--- config.mk ---
export PLATFORM = sky130hd
export DESIGN_NAME = avl_sample_fifo_slave_flat
export DESIGN_NICKNAME = d
export VERILOG_FILES = /design/src/rtl/avl_sample_fifo_if.sv /design/src/rtl/avl_sample_fifo_slave.sv /design/src/flat_wrapper.sv
export SDC_FILE = /design/constraint.sdc
export NUM_CORES = 2
export LEC_CHECK = 0
export CAP_MARGIN = 40
export CORE_MARGIN = 4
export CORE_UTILIZATION = 51
export CTS_CLUSTER_SIZE = 28
export DETAILED_ROUTE_END_ITERATION = 10
export PLACE_DENSITY = 0.66
export SYNTH_ARGS = -nofsm -noshare
export SYNTH_HDL_FRONTEND = slang
export SYNTH_SLANG_ARGS = --single-unit
--- constraint.sdc ---
create_clock -name avl_clk_i -period 8.3 [get_ports avl_clk_i]
set_input_delay 0.83 -clock avl_clk_i [delete_from_list [all_inputs] [get_ports avl_clk_i]]
set_output_delay 0.83 -clock avl_clk_i [all_outputs]
set_load 0.02 [all_outputs]
--- src/rtl/avl_sample_fifo_if.sv ---
// Avalon-MM bus bundle for the sample FIFO responder.
// The master modport is the bus initiator (host or bridge); the slave modport is the FIFO block.
interface avl_sample_fifo_if;
    logic [13:0] address;
    logic [3:0]  byteenable;
    logic        write;
    logic [15:0] writedata;
    logic        read;
    logic        readdatavalid;
    logic [15:0] readdata;
    logic        waitrequest;
    logic        irq;

    modport master (
        output address,
        output byteenable,
        output write,
        output writedata,
        output read,
        input  readdatavalid,
        input  readdata,
        input  waitrequest,
        input  irq
    );

    modport slave (
        input  address,
        input  byteenable,
        input  write,
        input  writedata,
        input  read,
        output readdatavalid,
        output readdata,
        output waitrequest,
        output irq
    );
endinterface

--- src/rtl/avl_sample_fifo_slave.sv ---
// Avalon-MM responder buffering a 16-bit sample stream in a FIFO, drained through a register map.
// Raises a level interrupt on a threshold crossing or on an overflow.
module avl_sample_fifo_slave #(
    parameter int          DEPTH    = 256,
    parameter logic [15:0] ID_VALUE = 16'h5A17
) (
    input  logic                avl_clk_i,
    input  logic                avl_reset_i,
    avl_sample_fifo_if.slave    avl,
    input  logic [15:0]         sample_i,
    input  logic                sample_valid_i
);

    localparam int AW = $clog2(DEPTH);
    localparam int LW = AW + 1;
    localparam logic [LW-1:0] DEPTH_L  = LW'(DEPTH);
    localparam logic [LW-1:0] THRESH_0 = LW'(DEPTH / 2);
    localparam logic [AW-1:0] LAST_IDX = AW'(DEPTH - 1);

    localparam logic [13:0] A_ID     = 14'd0;
    localparam logic [13:0] A_CTRL   = 14'd1;
    localparam logic [13:0] A_STATUS = 14'd2;
    localparam logic [13:0] A_LEVEL  = 14'd3;
    localparam logic [13:0] A_THRESH = 14'd4;
    localparam logic [13:0] A_DATA   = 14'd5;

    typedef enum logic [1:0] {
        ST_CLEAR = 2'd0,
        ST_IDLE  = 2'd1,
        ST_RUN   = 2'd2
    } state_t;

    // Byte-lane merge: lane 0 covers bits 7:0, lane 1 covers bits 15:8.
    function automatic logic [15:0] merge_bytes(input logic [15:0] old_v,
                                                input logic [15:0] new_v,
                                                input logic [1:0]  be);
        logic [15:0] res;
        res[7:0]  = be[0] ? new_v[7:0]  : old_v[7:0];
        res[15:8] = be[1] ? new_v[15:8] : old_v[15:8];
        return res;
    endfunction

    state_t          state_r;
    state_t          state_next_s;
    logic            waitrequest_r;
    logic [AW-1:0]   clr_cnt_r;
    logic [AW-1:0]   wr_ptr_r;
    logic [AW-1:0]   rd_ptr_r;
    logic [LW-1:0]   level_r;
    logic [LW-1:0]   level_next_s;
    logic [LW-1:0]   thresh_r;
    logic            ctrl_en_r;
    logic            ctrl_irq_en_r;
    logic            overflow_r;
    logic            irq_pending_r;
    logic            irq_r;
    logic            rdv_r;
    logic [15:0]     rdata_r;
    logic [15:0]     rd_mux_s;
    logic [15:0]     thresh_merge_s;
    logic [15:0]     mem [DEPTH];

    logic wr_acc_s;
    logic rd_acc_s;
    logic ctrl_wr_s;
    logic go_clear_s;
    logic status_wr_s;
    logic thresh_wr_s;
    logic empty_s;
    logic full_s;
    logic pop_s;
    logic push_req_s;
    logic push_s;
    logic ovf_s;
    logic cross_s;

    // Write wins over a simultaneous read; the read is simply dropped.
    assign wr_acc_s    = avl.write & ~waitrequest_r;
    assign rd_acc_s    = avl.read & ~avl.write & ~waitrequest_r;
    assign ctrl_wr_s   = wr_acc_s & (avl.address == A_CTRL) & avl.byteenable[0];
    assign go_clear_s  = ctrl_wr_s & avl.writedata[1];
    assign status_wr_s = wr_acc_s & (avl.address == A_STATUS) & avl.byteenable[0];
    assign thresh_wr_s = wr_acc_s & (avl.address == A_THRESH);

    assign thresh_merge_s = merge_bytes({{(16-LW){1'b0}}, thresh_r}, avl.writedata,
                                        avl.byteenable[1:0]);

    assign empty_s    = (level_r == LW'(0));
    assign full_s     = (level_r == DEPTH_L);
    assign pop_s      = rd_acc_s & (avl.address == A_DATA) & ~empty_s;
    assign push_req_s = (state_r == ST_RUN) & sample_valid_i & ~go_clear_s;
    // A simultaneous pop frees the slot, so a push into a full FIFO still lands.
    assign push_s     = push_req_s & (~full_s | pop_s);
    assign ovf_s      = push_req_s & full_s & ~pop_s;

    // Fill level after this cycle's push/pop.
    always_comb begin
        level_next_s = level_r;
        if (push_s && !pop_s) begin
            level_next_s = level_r + LW'(1);
        end else if (pop_s && !push_s) begin
            level_next_s = level_r - LW'(1);
        end else begin
            level_next_s = level_r;
        end
    end

    assign cross_s = (thresh_r != LW'(0)) & (level_r < thresh_r) & (level_next_s >= thresh_r);

    // Next-state logic for the CLEAR/IDLE/RUN controller.
    always_comb begin
        state_next_s = state_r;
        case (state_r)
            ST_CLEAR: begin
                if (clr_cnt_r == LAST_IDX) begin
                    state_next_s = ctrl_en_r ? ST_RUN : ST_IDLE;
                end else begin
                    state_next_s = ST_CLEAR;
                end
            end
            ST_IDLE: begin
                if (go_clear_s) begin
                    state_next_s = ST_CLEAR;
                end else if (ctrl_wr_s && avl.writedata[0]) begin
                    state_next_s = ST_RUN;
                end else begin
                    state_next_s = ST_IDLE;
                end
            end
            ST_RUN: begin
                if (go_clear_s) begin
                    state_next_s = ST_CLEAR;
                end else if (ctrl_wr_s && !avl.writedata[0]) begin
                    state_next_s = ST_IDLE;
                end else begin
                    state_next_s = ST_RUN;
                end
            end
            default: begin
                state_next_s = ST_CLEAR;
            end
        endcase
    end

    // Read-data multiplexer, sampled at the accept edge.
    always_comb begin
        rd_mux_s = 16'h0000;
        case (avl.address)
            A_ID:     rd_mux_s = ID_VALUE;
            A_CTRL:   rd_mux_s = {13'd0, ctrl_irq_en_r, 1'b0, ctrl_en_r};
            A_STATUS: rd_mux_s = {12'd0, irq_pending_r, overflow_r, full_s, empty_s};
            A_LEVEL:  rd_mux_s = {{(16-LW){1'b0}}, level_r};
            A_THRESH: rd_mux_s = {{(16-LW){1'b0}}, thresh_r};
            A_DATA: begin
                if (empty_s) begin
                    rd_mux_s = 16'h0000;
                end else begin
                    rd_mux_s = mem[rd_ptr_r];
                end
            end
            default:  rd_mux_s = 16'h0000;
        endcase
    end

    // Controller state, stall output and clear-walk counter.
    always_ff @(posedge avl_clk_i or negedge avl_reset_i) begin
        if (!avl_reset_i) begin
            state_r       <= ST_CLEAR;
            waitrequest_r <= 1'b1;
            clr_cnt_r     <= AW'(0);
        end else begin
            state_r       <= state_next_s;
            waitrequest_r <= (state_next_s == ST_CLEAR);
            if (state_r == ST_CLEAR) begin
                clr_cnt_r <= clr_cnt_r + AW'(1);
            end else begin
                clr_cnt_r <= AW'(0);
            end
        end
    end

    // FIFO pointers and fill level; a clear request resets them on the way into CLEAR.
    always_ff @(posedge avl_clk_i or negedge avl_reset_i) begin
        if (!avl_reset_i) begin
            wr_ptr_r <= AW'(0);
            rd_ptr_r <= AW'(0);
            level_r  <= LW'(0);
        end else if (go_clear_s) begin
            wr_ptr_r <= AW'(0);
            rd_ptr_r <= AW'(0);
            level_r  <= LW'(0);
        end else begin
            if (push_s) begin
                wr_ptr_r <= wr_ptr_r + AW'(1);
            end else begin
                wr_ptr_r <= wr_ptr_r;
            end
            if (pop_s) begin
                rd_ptr_r <= rd_ptr_r + AW'(1);
            end else begin
                rd_ptr_r <= rd_ptr_r;
            end
            level_r <= level_next_s;
        end
    end

    // Sample storage; CLEAR zeroes one word per cycle.
    always_ff @(posedge avl_clk_i) begin
        if (state_r == ST_CLEAR) begin
            mem[clr_cnt_r] <= 16'h0000;
        end else if (push_s) begin
            mem[wr_ptr_r] <= sample_i;
        end else begin
            mem[wr_ptr_r] <= mem[wr_ptr_r];
        end
    end

    // Software-visible control and threshold registers.
    always_ff @(posedge avl_clk_i or negedge avl_reset_i) begin
        if (!avl_reset_i) begin
            ctrl_en_r     <= 1'b0;
            ctrl_irq_en_r <= 1'b0;
            thresh_r      <= THRESH_0;
        end else begin
            if (ctrl_wr_s) begin
                ctrl_en_r     <= avl.writedata[0];
                ctrl_irq_en_r <= avl.writedata[2];
            end else begin
                ctrl_en_r     <= ctrl_en_r;
                ctrl_irq_en_r <= ctrl_irq_en_r;
            end
            if (thresh_wr_s) begin
                thresh_r <= thresh_merge_s[LW-1:0];
            end else begin
                thresh_r <= thresh_r;
            end
        end
    end

    // Sticky status flags; a new event in the same cycle outranks the W1C.
    always_ff @(posedge avl_clk_i or negedge avl_reset_i) begin
        if (!avl_reset_i) begin
            overflow_r    <= 1'b0;
            irq_pending_r <= 1'b0;
            irq_r         <= 1'b0;
        end else begin
            if (go_clear_s) begin
                overflow_r <= 1'b0;
            end else if (ovf_s) begin
                overflow_r <= 1'b1;
            end else if (status_wr_s && avl.writedata[2]) begin
                overflow_r <= 1'b0;
            end else begin
                overflow_r <= overflow_r;
            end
            if (ovf_s || cross_s) begin
                irq_pending_r <= 1'b1;
            end else if (status_wr_s && avl.writedata[3]) begin
                irq_pending_r <= 1'b0;
            end else begin
                irq_pending_r <= irq_pending_r;
            end
            irq_r <= irq_pending_r & ctrl_irq_en_r;
        end
    end

    // Read response: one-cycle valid pulse, data forced to zero otherwise.
    always_ff @(posedge avl_clk_i or negedge avl_reset_i) begin
        if (!avl_reset_i) begin
            rdv_r   <= 1'b0;
            rdata_r <= 16'h0000;
        end else begin
            rdv_r <= rd_acc_s;
            if (rd_acc_s) begin
                rdata_r <= rd_mux_s;
            end else begin
                rdata_r <= 16'h0000;
            end
        end
    end

    assign avl.readdatavalid = rdv_r;
    assign avl.readdata      = rdata_r;
    assign avl.waitrequest   = waitrequest_r;
    assign avl.irq           = irq_r;

endmodule

--- src/flat_wrapper.sv ---
// flat-port wrapper written by rule: the top's interface ports become plain ports
module avl_sample_fifo_slave_flat 
#(
    parameter int          DEPTH    = 256,
    parameter logic [15:0] ID_VALUE = 16'h5A17
)
  (avl_clk_i, avl_reset_i, sample_i, sample_valid_i, avl_address, avl_byteenable, avl_write, avl_writedata, avl_read, avl_readdatavalid, avl_readdata, avl_waitrequest, avl_irq);
  avl_sample_fifo_if avl_i ();
  input  logic avl_clk_i;
  input  logic avl_reset_i;
  input  logic [15:0] sample_i;
  input  logic sample_valid_i;
  input wire logic [$bits(avl_i.address)-1:0] avl_address;
  input wire logic [$bits(avl_i.byteenable)-1:0] avl_byteenable;
  input wire logic [$bits(avl_i.write)-1:0] avl_write;
  input wire logic [$bits(avl_i.writedata)-1:0] avl_writedata;
  input wire logic [$bits(avl_i.read)-1:0] avl_read;
  output wire logic [$bits(avl_i.readdatavalid)-1:0] avl_readdatavalid;
  output wire logic [$bits(avl_i.readdata)-1:0] avl_readdata;
  output wire logic [$bits(avl_i.waitrequest)-1:0] avl_waitrequest;
  output wire logic [$bits(avl_i.irq)-1:0] avl_irq;
  assign avl_i.address = avl_address;
  assign avl_i.byteenable = avl_byteenable;
  assign avl_i.write = avl_write;
  assign avl_i.writedata = avl_writedata;
  assign avl_i.read = avl_read;
  assign avl_readdatavalid = avl_i.readdatavalid;
  assign avl_readdata = avl_i.readdata;
  assign avl_waitrequest = avl_i.waitrequest;
  assign avl_irq = avl_i.irq;
  avl_sample_fifo_slave #(.DEPTH(DEPTH), .ID_VALUE(ID_VALUE)) u_core (.avl_clk_i(avl_clk_i), .avl_reset_i(avl_reset_i), .avl(avl_i), .sample_i(sample_i), .sample_valid_i(sample_valid_i));
endmodule
==> flow_metrics.py <==
metrics = {
    "worst_setup_path": {
        "crit_arrival_ps": 6050,
        "start_kind": "flip-flop",
        "end_kind": "flip-flop",
        "critPathKind": "flip-flop to flip-flop",
        "worstPathMaxFanout": 23,
        "crit_required_ps": 9020,
    },
    "route": {
        "postRouteAntennaNets": 0,
        "drt_iter0_markers": 11500,
        "route.vias.total": 80900,
        "drt_wl_total_um": 430000,
        "drt_pass1_iterations": 6,
        "drc_errors": 0,
        "wl_per_cell_um": 34.7,
        "routed_via_density": 6.53,
    },
    "synth": {
        "ys.flop_type": "edfxtp_1",
        "mappedNetlistArea_sq_um": 162000,
        "yosysSeqAreaShare": 0.770,
        "synth_top_area_share": 0.760,
        "synth_warnings": 0,
        "synth_common_cells": "edfxtp_1 (4096), mux4_2 (1026), nor2_1 (332)",
        "synth-seq-cells": 4163,
        "synthCells": 7383,
        "synthTopCellsByArea": "edfxtp_1 (76%), mux4_2 (14%), mux2i_1 (1.7%), dfrtp_1 (1.0%), nor2_1 (0.77%)",
        "yosysUniqueCellTypes": 87,
        "syn-num-nets": 7461,
        "synth_area_per_cell_sq_um": 21.9,
        "synth.most_common_cell": "edfxtp_1",
        "async_flop_share": 0.0161,
        "yosysTopAreaCell": "edfxtp_1",
        "synth_edf_count": 4096,
    },
    "global_routing": {
        "grt_max_degree": 189,
        "grt_pass1_wl_um": 609000,
        "antenna_found_initial": 19,
        "grt_util_all_layers": 0.263,
        "grt_overflow": 0,
        "grt_pass1_vias": 79500,
    },
    "pwr": {
        "peakVddDrop_mv": 0.185,
        "power_w": 0.0414,
        "p_leak_nw": 45.4,
        "cellPowerDensity_nw_per_um2": 225,
    },
    "sta": {
        "worst_slack_ps": 2970,
        "finalClockSkew_ps": 55.4,
        "post-route-min-period_ps": 5330,
        "fin_tns_setup_ps": 0,
        "relSlewSlack": 0.0931,
        "hold_viol": 0,
        "setup_violations": 0,
        "max_freq_ghz": 0.187,
        "finalCritPeriodShare": 0.643,
        "rsz0062_at_grt": "no",
        "slew_viol_final": 0,
        "tightest_slew_ps": 1360,
    },
    "die": {
        "start_util": 0.513,
        "die_w_um": 571,
        "rows": 206,
        "dieArea_sq_um": 326000,
        "io_pins": 74,
        "die_h_um": 571,
        "core_sq_um": 315000,
    },
    "clocking": {
        "cts_setup_buffers": 0,
        "clk_path_buf_depth": 4,
        "clkLatencyLatePin_ps": 960,
        "clkTransAtPathRegs_ps": 60,
        "htree_levels": 5,
        "root_buffer": "clkbuf_16",
        "cts_tree": "yes",
        "clock_sinks": 4163,
        "numCtsBuffers": 403,
    },
    "flow_run": {
        "max_cap_viol_count": 0,
    },
    "final_layout": {
        "finalCoreUtilization": 0.582,
        "design_area_sq_um": 184000,
        "areaGrowthSynthToFinish_pct": 13.5,
        "drive_above_1_share": 0.276,
        "finalNetCount": 7966,
    },
    "placement": {
        "place.port_buffers": 64,
        "dp.final_hpwl_um": 259000,
        "postPlaceCellArea_sq_um": 170000,
        "place_congestion": 0.861,
        "place_ws_ps": 2530,
    },
    "run_status": {
        "status": "finished clean",
    },
    "min_path": {
        "hold_class": "input port to async pin",
    },
}
==> timing repair <==
action                    in CTS  in global routing
hold endpoints to repair      28                  0
hold buffers                   1                  0
resized for setup              0                  0
==> path summary, 6_finish.rpt <==
path                                            from                      end  slack, ps  cells after the start
max in group asynchronous                avl_reset_i       u_core.rd_ptr_r[3]       7300                      3
worst min-delay path                     avl_reset_i  u_core.avl.readdata[10]        370                      2
worst max-delay path              u_core.rd_ptr_r[2]   u_core.avl.readdata[2]       2970                      8
worst min register to register  u_core.irq_pending_r           u_core.avl.irq        530                      1
min in group avl_clk_i              avl_writedata[7]       u_core.thresh_r[7]        420                      3
worst max register to register    u_core.rd_ptr_r[2]   u_core.avl.readdata[2]       2970                      8
==> flip-flops by register name (all words and copies together), names as in the netlist <==
signal                    cells
u_core.level_r                9
u_core.thresh_r               9
u_core.avl.readdata          16
u_core.ctrl_en_r              1
u_core.state_r                2
u_core.irq_pending_r          1
u_core.mem                 4096
u_core.avl.readdatavalid      1
u_core.ctrl_irq_en_r          1
u_core.avl.waitrequest        1
u_core.rd_ptr_r               8
u_core.wr_ptr_r               8
u_core.overflow_r             1
u_core.clr_cnt_r              8
u_core.avl.irq                1
==> critical path: stages (launching register included) <==
cell and delay, ps:
dfrtp_4 780, buf_4 580, nor2b_4 750, buf_4 630, nand2_1 110, a311oi_1 540, o221ai_1 480, o221ai_1 790
o221ai_1 400
==> cells by family after synthesis <==
kind of cell             after synthesis  synth area share
flip-flops                          4163             0.770
multiplexers                        1316             0.161
adder cells (fa/ha/maj)               23           0.00178
buffers and inverters                444            0.0170
AND/OR/NAND/NOR                      824            0.0236
XOR/XNOR                              25           0.00135
AO/OA/AOI/OAI                        588            0.0254
==> cells in the final DEF, fill, tap and decap left out, types with 54 or more instances in the layout <==
| cell | synthesis | layout |
|---|---|---|
| clkinv_1 | 1 | 97 |
| mux2i_1 | 281 | 281 |
| buf_8 | 8 | 76 |
| clkdlybuf4s50_1 | 0 | 63 |
| o21ai_0 | 71 | 71 |
| dfrtp_1 | 65 | 58 |
| clkinv_2 | 0 | 73 |
| nor2_2 | 20 | 97 |
| buf_4 | 65 | 300 |
| mux4_2 | 1026 | 1026 |
| edfxtp_1 | 4096 | 4096 |
| bufinv_16 | 0 | 54 |
| clkbuf_1 | 133 | 74 |
| nand2_1 | 223 | 207 |
| clkbuf_16 | 0 | 405 |
| a22oi_1 | 95 | 95 |
| nor2_1 | 332 | 253 |
| a21oi_1 | 130 | 130 |
==> report_power, final <==
part | switching [W] | internal (W) | leakage (nW)
combinational | 0.0000186 | 0.0000224 | 9.71
clock | 0.00792 | 0.0107 | 6.54
sequential | 0.00000000937 | 0.0227 | 29.1
total | 0.00794 | 0.0334 | 45.4
==> layout make-up <==
class	count	area, sq um
Antenna cell	12	30.0
Clock buffer	479	10400
Clock inverter	263	3030
Sequential cell	4163	125000
Tap cell	4160	5200
Fill cell	22300	132000
Timing Repair Buffer	523	5450
Inverter	21	86.3
Multi-Input combinational cell	2776	34800
==> stage by stage <==
stage	cells	hold WS (ps)
after floorplan	7383	465
after global placement	11500	496
after detailed placement	11600	509
after CTS	12400	323
after global routing	12400	387
final	12400	366
==> per-layer routing <==
metal | routed length (um) | track usage | up-vias
met1 | 167000 | 0.379 | 43400
li1 | - | - | 32100
met2 | 201000 | 0.399 | 4727
met4 | 16400 | 0.0881 | 6
met5 | 35 | 0 | -
met3 | 46300 | 0.0631 | 712
Note: power is estimated with default switching activity, not from simulation.
